**src/rtl/encoder_emulator.sv**
```systemverilog
// Quadrature encoder emulator: emits an A/B step sequence at a programmable rate and
// direction, counts emitted steps, and double-buffers settings so changes land on step boundaries.
module encoder_emulator #(
    parameter int N_PERIOD   = 24,
    parameter int N_POSITION = 16
) (
    input  logic                  ENCODER_EMULATOR_CLOCK,
    input  logic                  ENCODER_EMULATOR_RESET_InLow,
    input  logic [N_PERIOD-1:0]   ENCODER_EMULATOR_PERIOD_InBus,
    input  logic                  ENCODER_EMULATOR_DIR_In,
    input  logic                  ENCODER_EMULATOR_LOAD_InLow,
    input  logic                  ENCODER_EMULATOR_ENABLE_InLow,
    output logic                  ENCODER_EMULATOR_ENCODERA_Out,
    output logic                  ENCODER_EMULATOR_ENCODERB_Out,
    output logic                  ENCODER_EMULATOR_EDGE_Out,
    output logic [N_POSITION-1:0] ENCODER_EMULATOR_POSITION_OutBus,
    output logic                  ENCODER_EMULATOR_PENDING_Out
);
    // state | meaning
    // PH_00 | A=0 B=0
    // PH_10 | A=1 B=0
    // PH_11 | A=1 B=1
    // PH_01 | A=0 B=1
    typedef enum logic [1:0] {
        PH_00 = 2'b00,
        PH_01 = 2'b01,
        PH_10 = 2'b10,
        PH_11 = 2'b11
    } phase_t;

    localparam logic [N_PERIOD-1:0]   PERIOD_ONE = N_PERIOD'(1);
    localparam logic [N_POSITION-1:0] POS_ONE    = N_POSITION'(1);

    phase_t                phase, phase_nxt;
    logic [N_PERIOD-1:0]   period_s, period_s_nxt;
    logic [N_PERIOD-1:0]   period_a, period_a_nxt;
    logic [N_PERIOD-1:0]   timer, timer_nxt;
    logic [N_POSITION-1:0] position, position_nxt;
    logic                  dir_s, dir_s_nxt;
    logic                  dir_a, dir_a_nxt;
    logic                  pending, pending_nxt;
    logic                  edge_r;
    logic                  load, enabled, running, step, transfer;

    assign load     = ~ENCODER_EMULATOR_LOAD_InLow;
    assign enabled  = ~ENCODER_EMULATOR_ENABLE_InLow;
    assign running  = (period_a != '0);
    assign step     = enabled && running && (timer == (period_a - PERIOD_ONE));
    // While running, settings only move on a step so no phase is ever shortened.
    assign transfer = enabled && pending && (step || !running);

    always_ff @(posedge ENCODER_EMULATOR_CLOCK or negedge ENCODER_EMULATOR_RESET_InLow) begin
        if (!ENCODER_EMULATOR_RESET_InLow) begin
            phase    <= PH_00;
            period_s <= '0;
            period_a <= '0;
            dir_s    <= 1'b0;
            dir_a    <= 1'b0;
            timer    <= '0;
            position <= '0;
            pending  <= 1'b0;
            edge_r   <= 1'b0;
        end else begin
            phase    <= phase_nxt;
            period_s <= period_s_nxt;
            period_a <= period_a_nxt;
            dir_s    <= dir_s_nxt;
            dir_a    <= dir_a_nxt;
            timer    <= timer_nxt;
            position <= position_nxt;
            pending  <= pending_nxt;
            edge_r   <= step;
        end
    end

    always_comb begin
        phase_nxt    = phase;
        period_s_nxt = period_s;
        period_a_nxt = period_a;
        dir_s_nxt    = dir_s;
        dir_a_nxt    = dir_a;
        timer_nxt    = timer;
        position_nxt = position;
        pending_nxt  = pending;

        if (enabled && running) begin
            timer_nxt = step ? '0 : timer + PERIOD_ONE;
        end

        // The step on a transfer edge still uses the old direction.
        if (step) begin
            if (!dir_a) begin
                case (phase)
                    PH_00: phase_nxt = PH_10;
                    PH_10: phase_nxt = PH_11;
                    PH_11: phase_nxt = PH_01;
                    PH_01: phase_nxt = PH_00;
                endcase
                position_nxt = position + POS_ONE;
            end else begin
                case (phase)
                    PH_00: phase_nxt = PH_01;
                    PH_01: phase_nxt = PH_11;
                    PH_11: phase_nxt = PH_10;
                    PH_10: phase_nxt = PH_00;
                endcase
                position_nxt = position - POS_ONE;
            end
        end

        if (transfer) begin
            period_a_nxt = period_s;
            dir_a_nxt    = dir_s;
            pending_nxt  = 1'b0;
            if (!running) begin
                timer_nxt = '0;
            end
        end

        // A load on the transfer edge re-arms pending with the newer value.
        if (load) begin
            period_s_nxt = ENCODER_EMULATOR_PERIOD_InBus;
            dir_s_nxt    = ENCODER_EMULATOR_DIR_In;
            pending_nxt  = 1'b1;
        end
    end

    assign ENCODER_EMULATOR_ENCODERA_Out    = phase[1];
    assign ENCODER_EMULATOR_ENCODERB_Out    = phase[0];
    assign ENCODER_EMULATOR_EDGE_Out        = edge_r;
    assign ENCODER_EMULATOR_POSITION_OutBus = position;
    assign ENCODER_EMULATOR_PENDING_Out     = pending;
endmodule

```
**config.mk**
```make
export PLATFORM = sky130hd
export DESIGN_NAME = encoder_emulator
export DESIGN_NICKNAME = d
export VERILOG_FILES = /design/src/rtl/encoder_emulator.sv
export SDC_FILE = /design/constraint.sdc
export NUM_CORES = 1
export LEC_CHECK = 0
export CAP_MARGIN = 20
export CORE_ASPECT_RATIO = 1.1
export CORE_UTILIZATION = 40
export DETAILED_ROUTE_END_ITERATION = 8
export PLACE_DENSITY = 0.61
export REMOVE_ABC_BUFFERS = 1
export SLEW_MARGIN = 20
export SYNTH_ARGS = -nofsm -noshare
export SYNTH_HDL_FRONTEND = slang
export SYNTH_SLANG_ARGS = --single-unit
```
**constraint.sdc**
```tcl
create_clock -name ENCODER_EMULATOR_CLOCK -period 8.88 [get_ports ENCODER_EMULATOR_CLOCK]
set_input_delay 1.332 -clock ENCODER_EMULATOR_CLOCK [delete_from_list [all_inputs] [get_ports ENCODER_EMULATOR_CLOCK]]
set_output_delay 1.332 -clock ENCODER_EMULATOR_CLOCK [all_outputs]
set_load 0.01 [all_outputs]
```
==> out/summary.log, run 1 <==
[yosys] flops & latches, synth 94
[clocking] maximum level of the CTS H-tree 3
[drt] Routed wire per std cell 16.6 microns
[timing] minimum period implied by the final worst setup slack 4.34 ns
[yosys] count of different cell masters after synthesis 69
[worst_setup_path] worst reg2reg startpoint period_a[3]
[yosys] Synth warnings 0
[drt] DRT Wirelength 13300 microns
[finish] share of post-route cells with drive strength above 1 0.0980
[yosys] prevailing post-synth register cell sky130_fd_sc_hd__dfrtp_1
[yosys] adder-cell share of the synthesized area 0.0385
[yosys] simple-gate share of the synthesized area 0.205
[timing] headroom to the max-slew limit 0.312
[yosys] total standard cell area after synthesis 5720 sq um
[pwr] static leakage 2.82 nW
[pwr] maximum resistive drop on vdd 0.0864 mV
[finish] Layout Area Growth over Synthesis 15.1%
[pwr] power per cell area 144 nW/um^2
[placed_design] pre-CTS WS 4.37 ns
[clocking] clock tree from TritonCTS done
[clocking] buffer count from post-CTS setup fixing 0
[floorplanning] Total Die Area 14800 sq um
[clocking] number of buffers on the longest clock path 2
[yosys] mux contribution to synthesized area 0.0796
[yosys] fraction of the mapped netlist area in compound gates 0.127
[drt] violation count after the first detailed-route iteration 223
[placed_design] estimated wirelength of the detail-placed design 9570 microns
[clocking] clock latency on the worst-skew pair 0.35 ns
[clocking] clk sink count 94
[worst_hold_path] Worst Min Path Start ENCODER_EMULATOR_POSITION_OutBus[15]
[timing] final clock period utilization by the worst path 0.488
[pwr] total power of the final layout 0.947 mW
[drt] post-route DRC violation count 0
[worst_setup_path] worst setup path class flop to flop
[timing] final hold violation count 0
[floorplanning] starting utilization of the core area 0.411
[clocking] clock slew seen by the registers of the worst setup and hold paths 0.06 ns
[floorplanning] Cell Rows 45
[flow_run] max-capacitance violation count 0
[yosys] post-synthesis area per instance 9.92 sq um
[global_routing] pin count of the biggest net entering global routing 56
[timing] number of pins with negative max-slew slack in the final report 0
[global_routing] wire length of the first global-routing pass 22700 microns
[drt] Via-to-Cell Ratio 5.56
[global_routing] antenna violations before repair 0
[timing] total of endpoints with negative setup slack in the final report 0
[yosys] count of flip-flops with a built-in enable after synthesis 0
[yosys] xor-xnor portion of the synthesized cell area 0.0949
[worst_setup_path] crit-path max FO 49
[worst_setup_path] required time of the critical path 9.11 ns
[drt] antenna viol nets, final 0
[yosys] combinational family with the most area after synthesis simple AND/OR/NAND/NOR gates
[worst_setup_path] Critical path origin period_a[3]
[clocking] post-cts hold buffer count 0
[worst_hold_path] Hold WC Path Type flop to flop
[global_routing] Congestion Overflow GR 0
[yosys] fraction of the yosys area taken by sequential cells 0.411
[timing] Final Worst Setup Slack 4.54 ns
[timing] Worst Tran Pin Value 1.03 ns
[worst_setup_path] sort of element at the end of the critical path flop
[timing] fmax 0.231 GHz
[global_routing] overall track demand over capacity in global routing 0.197
[drt] Detailed Routing Iterations Pass 1 4
[worst_setup_path] crit path DAT 4.56 ns
[clocking] total clock buffers created by CTS 9
[placed_design] placer congestion estimate 0.955
[floorplanning] I/O pins 49
[yosys] share of synthesized registers carrying an async set or reset 1.00
[placed_design] IO buf count 48
[timing] RSZ-0062 raised after global routing false
[global_routing] number of global-route vias before repair 4591
[yosys] number of instances in the synthesized netlist 577
[floorplanning] Core Region 13900 sq um
[timing] worst-case clock skew 0.00867 ns
[drt] vias 4449
[finish] Final nets 654
[worst_setup_path] critical path startpoint category flop
[timing] Sum Neg Setup Slack 0 ns
[outcome] result of the run finished, final reports clean
[clocking] cell at the root of the clock tree sky130_fd_sc_hd__clkbuf_16
[clocking] post-cts sizing count 0
[floorplanning] die extent in x 116 microns
[floorplanning] Die Y 127 microns
[finish] Antenna diodes 0
area by class of cell:
type | count | area (sq um)
Clock buffer | 11 | 243
Inverter | 22 | 82.6
Timing Repair Buffer | 52 | 503
Sequential cell | 94 | 2350
Clock inverter | 4 | 47.5
Multi-Input combinational cell | 429 | 3120
Tap cell | 188 | 235
Fill cell | 1351 | 7320
state kept, by name (all words and copies together) (netlist names), 2 cells and up:
signal,cells
timer,24
phase,2
ENCODER_EMULATOR_POSITION_OutBus,16
period_s,24
period_a,24
worst max-delay path: stages, from the launching register on:
cell                       delay (ns)
sky130_fd_sc_hd__dfrtp_1         0.46
sky130_fd_sc_hd__nor4_2          0.73
sky130_fd_sc_hd__nand4_1         0.20
sky130_fd_sc_hd__xnor2_1         0.21
sky130_fd_sc_hd__or4_1           0.56
sky130_fd_sc_hd__nor4_1          0.30
sky130_fd_sc_hd__o2111a_2        0.94
sky130_fd_sc_hd__nand2_2         0.40
sky130_fd_sc_hd__a221o_1         0.39
where the power goes:
part,total (mW),switching (mW),internal [mW],leakage (nW)
clock,0.384,0.161,0.223,0.141
combinational,0.0815,0.0368,0.0447,1.52
sequential,0.481,0.0306,0.451,1.15
logic make-up after synthesis:
| group | after synthesis |
|---|---|
| flip-flops | 94 |
| buffers and inverters | 54 |
| XOR/XNOR | 62 |
| AND/OR/NAND/NOR | 210 |
| multiplexers | 41 |
| adder cells (fa/ha/maj) | 17 |
| AO/OA/AOI/OAI | 99 |
final timing paths:
check                      slack [ns]                                   end  cells after the start
min in group asynchronous        0.95                             timer[19]                      1
min reg2reg                      0.48  ENCODER_EMULATOR_POSITION_OutBus[15]                      1
max in group asynchronous        6.85  ENCODER_EMULATOR_POSITION_OutBus[14]                      2
min                              0.48  ENCODER_EMULATOR_POSITION_OutBus[15]                      1
max                              4.54                           period_a[4]                      8
max reg2reg                      4.54                           period_a[4]                      8
placed cells by master (no fill, tap or decap), drive strengths merged, types with 3 or more instances in the layout:
master,count
a211oi,4
a21oi,12
a221o,14
a31oi,11
and2,9
and3,23
and4,4
buf,6
clkbuf,11
clkdlybuf4s50,46
dfrtp,94
ha,16
inv,22
mux2,36
mux2i,5
nand2,26
nand2b,7
nand3,21
nand3b,8
nand4,10
nor2,46
nor2b,6
nor3,12
nor4,12
o211ai,12
o21a,3
o21ai,15
o22ai,3
o31ai,4
or2,4
or3,7
or4,7
xnor2,33
xor2,29
metrics by stage:
stage | util | hold slack (ns) | cells | cell area, sq um
finish | 0.473 | 0.480 | 800 | 6580
global route | 0.473 | 0.514 | 800 | 6580
CTS | 0.474 | 0.488 | 800 | 6590
detailed placement | 0.453 | 0.476 | 785 | 6300
global placement | 0.453 | 0.463 | 785 | 6300
floorplan | - | 0.475 | 545 | 5550
Yosys cell counts (2+ instances only):
cell type / count / area (sq um)
sky130_fd_sc_hd__a31oi_1: 11 / 68.8
sky130_fd_sc_hd__xnor2_1: 33 / 289
sky130_fd_sc_hd__clkbuf_1: 19 / 71.3
sky130_fd_sc_hd__and2_1: 9 / 56.3
sky130_fd_sc_hd__o22ai_1: 3 / 18.8
sky130_fd_sc_hd__o211ai_1: 12 / 90.1
sky130_fd_sc_hd__nor2b_1: 6 / 37.5
sky130_fd_sc_hd__a221o_1: 14 / 140
sky130_fd_sc_hd__inv_1: 21 / 78.8
sky130_fd_sc_hd__or4_1: 6 / 45.0
sky130_fd_sc_hd__nor4b_1: 2 / 17.5
sky130_fd_sc_hd__or3_1: 7 / 43.8
sky130_fd_sc_hd__a311oi_1: 2 / 17.5
sky130_fd_sc_hd__o21ai_0: 14 / 70.1
sky130_fd_sc_hd__o21a_1: 3 / 22.5
sky130_fd_sc_hd__nor3b_1: 2 / 15.0
sky130_fd_sc_hd__nand3_1: 21 / 105
sky130_fd_sc_hd__nand4_1: 10 / 62.6
sky130_fd_sc_hd__o21bai_1: 2 / 15.0
sky130_fd_sc_hd__mux2_1: 11 / 124
sky130_fd_sc_hd__or2_2: 3 / 18.8
sky130_fd_sc_hd__nor2_1: 46 / 173
sky130_fd_sc_hd__nand2b_1: 7 / 43.8
sky130_fd_sc_hd__dfrtp_1: 94 / 2350
sky130_fd_sc_hd__nand3b_1: 8 / 60.1
sky130_fd_sc_hd__o2111ai_1: 2 / 17.5
sky130_fd_sc_hd__o31ai_1: 4 / 30.0
sky130_fd_sc_hd__xor2_1: 29 / 254
sky130_fd_sc_hd__and3_1: 23 / 144
sky130_fd_sc_hd__a21oi_1: 12 / 60.1
sky130_fd_sc_hd__buf_2: 6 / 30.0
sky130_fd_sc_hd__mux2i_1: 5 / 50.1
sky130_fd_sc_hd__ha_1: 16 / 200
sky130_fd_sc_hd__buf_6: 4 / 45.0
sky130_fd_sc_hd__nand2_1: 25 / 93.8
sky130_fd_sc_hd__nor4_1: 10 / 62.6
sky130_fd_sc_hd__nor4_2: 2 / 25.0
sky130_fd_sc_hd__a211oi_1: 3 / 22.5
sky130_fd_sc_hd__nor3_1: 11 / 55.1
sky130_fd_sc_hd__mux2_2: 25 / 282
sky130_fd_sc_hd__and4_1: 4 / 35.0
sky130_fd_sc_hd__buf_4: 3 / 22.5
layer usage:
| layer | routed length, microns | part of all wire | global-route usage | vias to the layer above |
|---|---|---|---|---|
| li1 | - | - | - | 2163 |
| met1 | 5930 | 0.45 | 0.251 | 2172 |
| met2 | 6440 | 0.49 | 0.326 | 101 |
| met3 | 665 | 0.050 | 0.0422 | 13 |
| met4 | 221 | 0.017 | 0.0769 | 0 |
| met5 | 0 | 0 | 0 | - |
(Power assumes the default switching activity.)
==> run 2: changes to the inputs <==
Settings changed: PLACE_DENSITY 0.61 to 0.63.
Clock period 8.88 ns to 3.65 ns, I/O delays scaled along.
==> run 2 against run 1 <==
Cell count rose by 2.1%. Critical path depth is 1 higher. Fmax rose by 26%. Via count increased by 2.7%. Clock skew shrank 0.0011 ns. Core utilization rose by 1.3 points. Flip-flop and latch count is the same. Setup slack lost 4.3 ns. Combinational power increased by 150%. Clock power rose to 2.6 times the previous value. Sequential power up 140%. Critical path type unchanged.
==> out/summary.log, run 2 (synthesis results as in run 1) <==
[worst_setup_path] critical path startpoint category flop
[worst_setup_path] crit path DAT 3.72 ns
[global_routing] grt met2 use 0.325
[drt] antenna viol nets, final 0
[finish] Final Util 0.486
[timing] Worst Tran Pin Value 0.945 ns
[drt] vias 4571
[timing] number of pins with negative max-slew slack in the final report 0
[outcome] result of the run finished, final reports clean
[pwr] static leakage 2.91 nW
[drt] Via-to-Cell Ratio 5.59
[floorplanning] Core Region 13900 sq um
[clocking] clock slew seen by the registers of the worst setup and hold paths 0.07 ns
[drt] violation count after the first detailed-route iteration 262
[worst_setup_path] worst setup path class flop to flop
[worst_setup_path] worst r2r path cells 9
[pwr] total power of the final layout 2.37 mW
[timing] Sum Neg Setup Slack 0 ns
[finish] Antenna diodes 0
[clocking] clk sink count 94
[clocking] clock tree from TritonCTS done
[global_routing] global-route track usage on met3 0.0489
[drt] Routed wire per std cell 16.8 microns
[global_routing] M1 GR Usage 0.254
[clocking] number of buffers on the longest clock path 2
[finish] Non-Filler Instances 817
[clocking] post-cts sizing count 0
[worst_setup_path] sort of element at the end of the critical path flop
[worst_setup_path] flop-to-flop setup slack 0.21 ns
[finish] total of fill cells in the finished design 1322
[drt] Detailed Routing Iterations Pass 1 4
[timing] final clock period utilization by the worst path 0.943
[timing] worst-case clock skew 0.00752 ns
[clocking] cell at the root of the clock tree sky130_fd_sc_hd__clkbuf_16
[flow_run] max-capacitance violation count 0
[pwr] power per cell area 350 nW/um^2
[floorplanning] Total Die Area 14800 sq um
[clocking] buffer count from post-CTS setup fixing 0
[timing] RSZ-0062 raised after global routing false
[clocking] post-cts hold buffer count 0
[drt] DRT Wirelength 13700 microns
[finish] Final nets 670
[floorplanning] starting utilization of the core area 0.411
[finish] Regs by FF count period_a x24, period_s x24, timer x24
[drt] post-route DRC violation count 0
[worst_hold_path] Hold WC Path Type primary input to async pin
[timing] worst hold slack 0.308 ns
[global_routing] overall track demand over capacity in global routing 0.197
[global_routing] antenna violations before repair 0
[global_routing] Congestion Overflow GR 0
[pwr] maximum resistive drop on vdd 0.241 mV
[timing] headroom to the max-slew limit 0.370
[placed_design] placer congestion estimate 0.867
[timing] fmax 0.291 GHz
[worst_setup_path] required time of the critical path 3.93 ns
[placed_design] estimated wirelength of the detail-placed design 9990 microns
[finish] share of post-route cells with drive strength above 1 0.122
[global_routing] number of global-route vias before repair 4574
[clocking] clock latency on the worst-skew pair 0.35 ns
[finish] Layout Area Growth over Synthesis 18.1%
[finish] commonest cells after routing, fill and taps aside 94 x sky130_fd_sc_hd__dfrtp_1, 47 x sky130_fd_sc_hd__clkdlybuf4s50_1, 46 x sky130_fd_sc_hd__nor2_1
[placed_design] IO buf count 48
[clocking] total clock buffers created by CTS 9
[placed_design] Placed Cells 801
[worst_setup_path] worst reg2reg startpoint period_a[9]
[global_routing] busiest metal layer after global routing met2
[timing] final hold violation count 0
[global_routing] pin count of the biggest net entering global routing 74
[worst_setup_path] crit-path max FO 29
[worst_setup_path] r2r endpoint timer[0]
[floorplanning] I/O pins 49
[floorplanning] die extent in x 116 microns
[global_routing] wire length of the first global-routing pass 22600 microns
[timing] total of endpoints with negative setup slack in the final report 0
[floorplanning] Cell Rows 45
[finish] commonest non-fill, non-tap cell in the layout sky130_fd_sc_hd__dfrtp_1
[clocking] maximum level of the CTS H-tree 3
[floorplanning] Die Y 127 microns
[timing] minimum period implied by the final worst setup slack 3.44 ns
run 2: changes by cell type in the layout (fill, tap and decap cells not counted), sizes merged:
cell | before | now
inv | 22 | 24
buf | 6 | 21
clkinv | 2 | 1
clkdlybuf4s50 | 46 | 47
run 2: worst max-delay path, cell delays in order (launching register included):
cell and delay [ns]:
sky130_fd_sc_hd__dfrtp_1 0.46, sky130_fd_sc_hd__or4_4 0.60, sky130_fd_sc_hd__or4_1 0.66, sky130_fd_sc_hd__nor3_4 0.26, sky130_fd_sc_hd__xnor2_1 0.17, sky130_fd_sc_hd__a211oi_2 0.11, sky130_fd_sc_hd__o2111a_2 0.33, sky130_fd_sc_hd__buf_12 0.18
sky130_fd_sc_hd__or3b_2 0.45, sky130_fd_sc_hd__a21oi_1 0.13
run 2: how the worst max path moves through the flow:
| stage | start | to | cells after the start |
|---|---|---|---|
| final | period_a[9] | timer[0] | 9 |
| after detailed placement | period_a[1] | ENCODER_EMULATOR_POSITION_OutBus[3] | 10 |
| after CTS | period_a[1] | period_a[5] | 10 |
| after floorplan | period_a[0] | period_a[14] | 10 |
| after global placement | period_a[1] | ENCODER_EMULATOR_POSITION_OutBus[2] | 10 |
| after global routing | period_a[1] | ENCODER_EMULATOR_POSITION_OutBus[3] | 10 |
run 2: layout make-up:
class	count	area [sq um]	share of cell area
multi-input cells	429	3120	0.462
flip-flops and latches	94	2350	0.348
repair buffers	68	653	0.0966
clock buffers	11	253	0.0374
well taps	188	235	0.0348
inverters	22	82.6	0.0122
clock inverters	5	63.8	0.00944
run 2: stage by stage:
| stage | area (sq um) | setup slack, ns |
|---|---|---|
| floorplan | 5550 | -0.0137 |
| finish | 6760 | 0.208 |
| global route | 6760 | 0.0435 |
| detailed placement | 6440 | 0.224 |
| global placement | 6440 | 0.301 |
| CTS | 6760 | 0.196 |
run 2: per-layer routing:
metal  routed length (microns)  share of wire
met4                       148          0.011
met3                       541          0.039
met5                         0              0
met1                      6270           0.46
met2                      6770           0.49
run 2: report_power, final:
part,internal [mW],switching (mW)
registers,1.10,0.0731
clock network,0.575,0.420
logic,0.111,0.0912
==> run 3: changes to the inputs <==
Settings changed: CORE_MARGIN set to 2, GPL_TIMING_DRIVEN set to 1.
==> run 3 against run 2 <==
Combinational power barely moved. Routed wire length rose by 0.23%. Highest routed layer unchanged. Sequential power barely moved. Critical path type unchanged.
==> out/summary.log, run 3 (synthesis results as in run 1) <==
[clocking] clock tree from TritonCTS done
[finish] Post-Layout Inst Area 6730 sq um
[global_routing] antenna violations before repair 0
[placed_design] IO buf count 48
[finish] commonest cells after routing, fill and taps aside 94 x sky130_fd_sc_hd__dfrtp_1, 47 x sky130_fd_sc_hd__clkdlybuf4s50_1, 46 x sky130_fd_sc_hd__nor2_1
[global_routing] wire length of the first global-routing pass 23100 microns
[timing] headroom to the max-slew limit 0.363
[worst_setup_path] critical path startpoint category flop
[pwr] power per cell area 335 nW/um^2
[finish] Antenna diodes 0
[timing] final hold violation count 0
[pwr] maximum resistive drop on vdd 0.202 mV
[worst_setup_path] slowest cell delay on critical path 0.55 ns
[timing] RSZ-0062 raised after global routing false
[clocking] post-cts hold buffer count 0
[drt] vias 4552
[drt] Top Metal Used met4
[timing] Worst Tran Pin Value 0.955 ns
[clocking] total clock buffers created by CTS 9
[drt] Detailed Routing Iterations Pass 1 7
[clocking] number of buffers on the longest clock path 2
[floorplanning] Die Y 129 microns
[timing] worst-case clock skew 0.00887 ns
[global_routing] overall track demand over capacity in global routing 0.187
[placed_design] estimated wirelength of the detail-placed design 9870 microns
[flow_run] max-capacitance violation count 0
[timing] number of pins with negative max-slew slack in the final report 0
[drt] Routed wire per std cell 16.8 microns
[timing] minimum period implied by the final worst setup slack 3.49 ns
[worst_setup_path] required time of the critical path 3.94 ns
[floorplanning] starting utilization of the core area 0.411
[floorplanning] I/O pins 49
[drt] violation count after the first detailed-route iteration 289
[timing] total of endpoints with negative setup slack in the final report 0
[clocking] clock latency on the worst-skew pair 0.35 ns
[worst_setup_path] master of the slowest instance on the critical path sky130_fd_sc_hd__or4_1
[timing] final clock period utilization by the worst path 0.955
[finish] Final Util 0.484
[finish] Regs by FF count period_a x24, period_s x24, timer x24
[drt] wire length on met3 569 microns
[worst_setup_path] gate family responsible for the most delay along the worst path simple AND/OR/NAND/NOR gates
[drt] post-route DRC violation count 0
[worst_setup_path] sort of element at the end of the critical path flop
[outcome] result of the run finished, final reports clean
[drt] DRT Wirelength 13800 microns
[drt] antenna viol nets, final 0
[floorplanning] Total Die Area 15300 sq um
[worst_setup_path] crit path DAT 3.77 ns
[finish] Final nets 672
[global_routing] Congestion Overflow GR 0
[drt] met1 routed wirelength after detailed routing 6260 microns
[global_routing] pin count of the biggest net entering global routing 73
[finish] share of post-route cells with drive strength above 1 0.124
[worst_setup_path] Worst path most repeated cell sky130_fd_sc_hd__or4_1
[timing] Sum Neg Setup Slack 0 ns
[timing] fmax 0.287 GHz
[worst_setup_path] worst setup path class flop to flop
[pwr] total power of the final layout 2.26 mW
[global_routing] number of global-route vias before repair 4623
[clocking] cell at the root of the clock tree sky130_fd_sc_hd__clkbuf_16
[drt] Via-to-Cell Ratio 5.56
[clocking] clock slew seen by the registers of the worst setup and hold paths 0.07 ns
[floorplanning] Cell Rows 45
[clocking] maximum level of the CTS H-tree 3
[finish] commonest non-fill, non-tap cell in the layout sky130_fd_sc_hd__dfrtp_1
[worst_hold_path] Hold WC Path Type primary input to async pin
[finish] multi-input combinational cell area 3140 sq um
[placed_design] post-placement cell area 6440 sq um
[worst_setup_path] buffer and inverter count on the worst path 3
[placed_design] placer congestion estimate 0.885
[drt] metal2 WL 6750 microns
[finish] Layout Area Growth over Synthesis 17.7%
[finish] total of fill cells in the finished design 1328
[floorplanning] die extent in x 118 microns
[floorplanning] Core Region 13900 sq um
[finish] sequential cell area in the final layout 2350 sq um
[clocking] clk sink count 94
[worst_setup_path] crit-path max FO 31
[pwr] static leakage 2.91 nW
[worst_setup_path] ordered list of cells on the worst path inv_1 > ha_1 > xor2_1 > nand2_1 > or4_1 > or4_1 > nor4_1 > o2111a_2 > buf_12 > buf_4 > and3_1 > a221o_1
==> run 3: cell types whose count changed in the layout (fill, tap and decap cells not counted) <==
cell,before,now
sky130_fd_sc_hd__or2_4,1,2
sky130_fd_sc_hd__clkinv_4,1,2
sky130_fd_sc_hd__nand2_4,0,1
sky130_fd_sc_hd__or4_4,1,2
sky130_fd_sc_hd__clkinvlp_4,1,0
sky130_fd_sc_hd__clkbuf_8,2,1
sky130_fd_sc_hd__inv_6,2,1
sky130_fd_sc_hd__nand2_2,1,0
sky130_fd_sc_hd__bufinv_16,1,0
sky130_fd_sc_hd__clkinv_2,0,1
sky130_fd_sc_hd__clkbuf_1,0,2
sky130_fd_sc_hd__or4_1,6,5
sky130_fd_sc_hd__buf_12,2,1
sky130_fd_sc_hd__buf_4,19,21
==> run 3: final timing paths <==
kind	startpoint	endpoint	slack [ns]	cells past startpoint
max	period_a[1]	period_a[11]	0.16	12
min	ENCODER_EMULATOR_RESET_InLow	ENCODER_EMULATOR_EDGE_Out	0.31	1
max reg2reg	period_a[1]	period_a[11]	0.16	12
min reg2reg	ENCODER_EMULATOR_POSITION_OutBus[15]	ENCODER_EMULATOR_POSITION_OutBus[15]	0.48	1
max in group asynchronous	ENCODER_EMULATOR_RESET_InLow	period_a[5]	2.52	2
min in group ENCODER_EMULATOR_CLOCK	ENCODER_EMULATOR_POSITION_OutBus[15]	ENCODER_EMULATOR_POSITION_OutBus[15]	0.48	1
==> run 3: cell type report <==
type	instances	share of cell area
flip-flops and latches	94	0.349
repair buffers	69	0.0962
well taps	188	0.0349
multi-input cells	430	0.466
clock inverters	4	0.00465
clock buffers	12	0.0366
inverters	22	0.0123
==> run 3: routing by layer <==
layer / global-route usage / up-vias
met5: 0 / -
met4: 0.0567 / 0
met3: 0.0370 / 17
met2: 0.314 / 107
met1: 0.246 / 2218
li1: - / 2210
==> run 3: timing repair <==
item,CTS,global route
setup endpoints to repair,0,37
buffers inserted,0,0
endpoints found under the hold margin,0,0
resized for setup,0,3
==> run 3: where the power goes <==
part	leakage [nW]	switching (mW)	internal (mW)	total [mW]
sequential	1.15	0.0745	1.10	1.17
combinational	1.62	0.0925	0.110	0.203
clock	0.137	0.401	0.485	0.885
total	2.91	0.568	1.69	2.26
==> run 3: stage by stage <==
step | hold slack (ns) | worst slack [ns] | cells
after floorplan | 0.252 | -0.0137 | 545
after global placement | 0.465 | 0.205 | 802
after detailed placement | 0.466 | 0.145 | 802
after CTS | 0.385 | 0.126 | 818
after global routing | 0.390 | 0.00522 | 819
final | 0.313 | 0.165 | 819
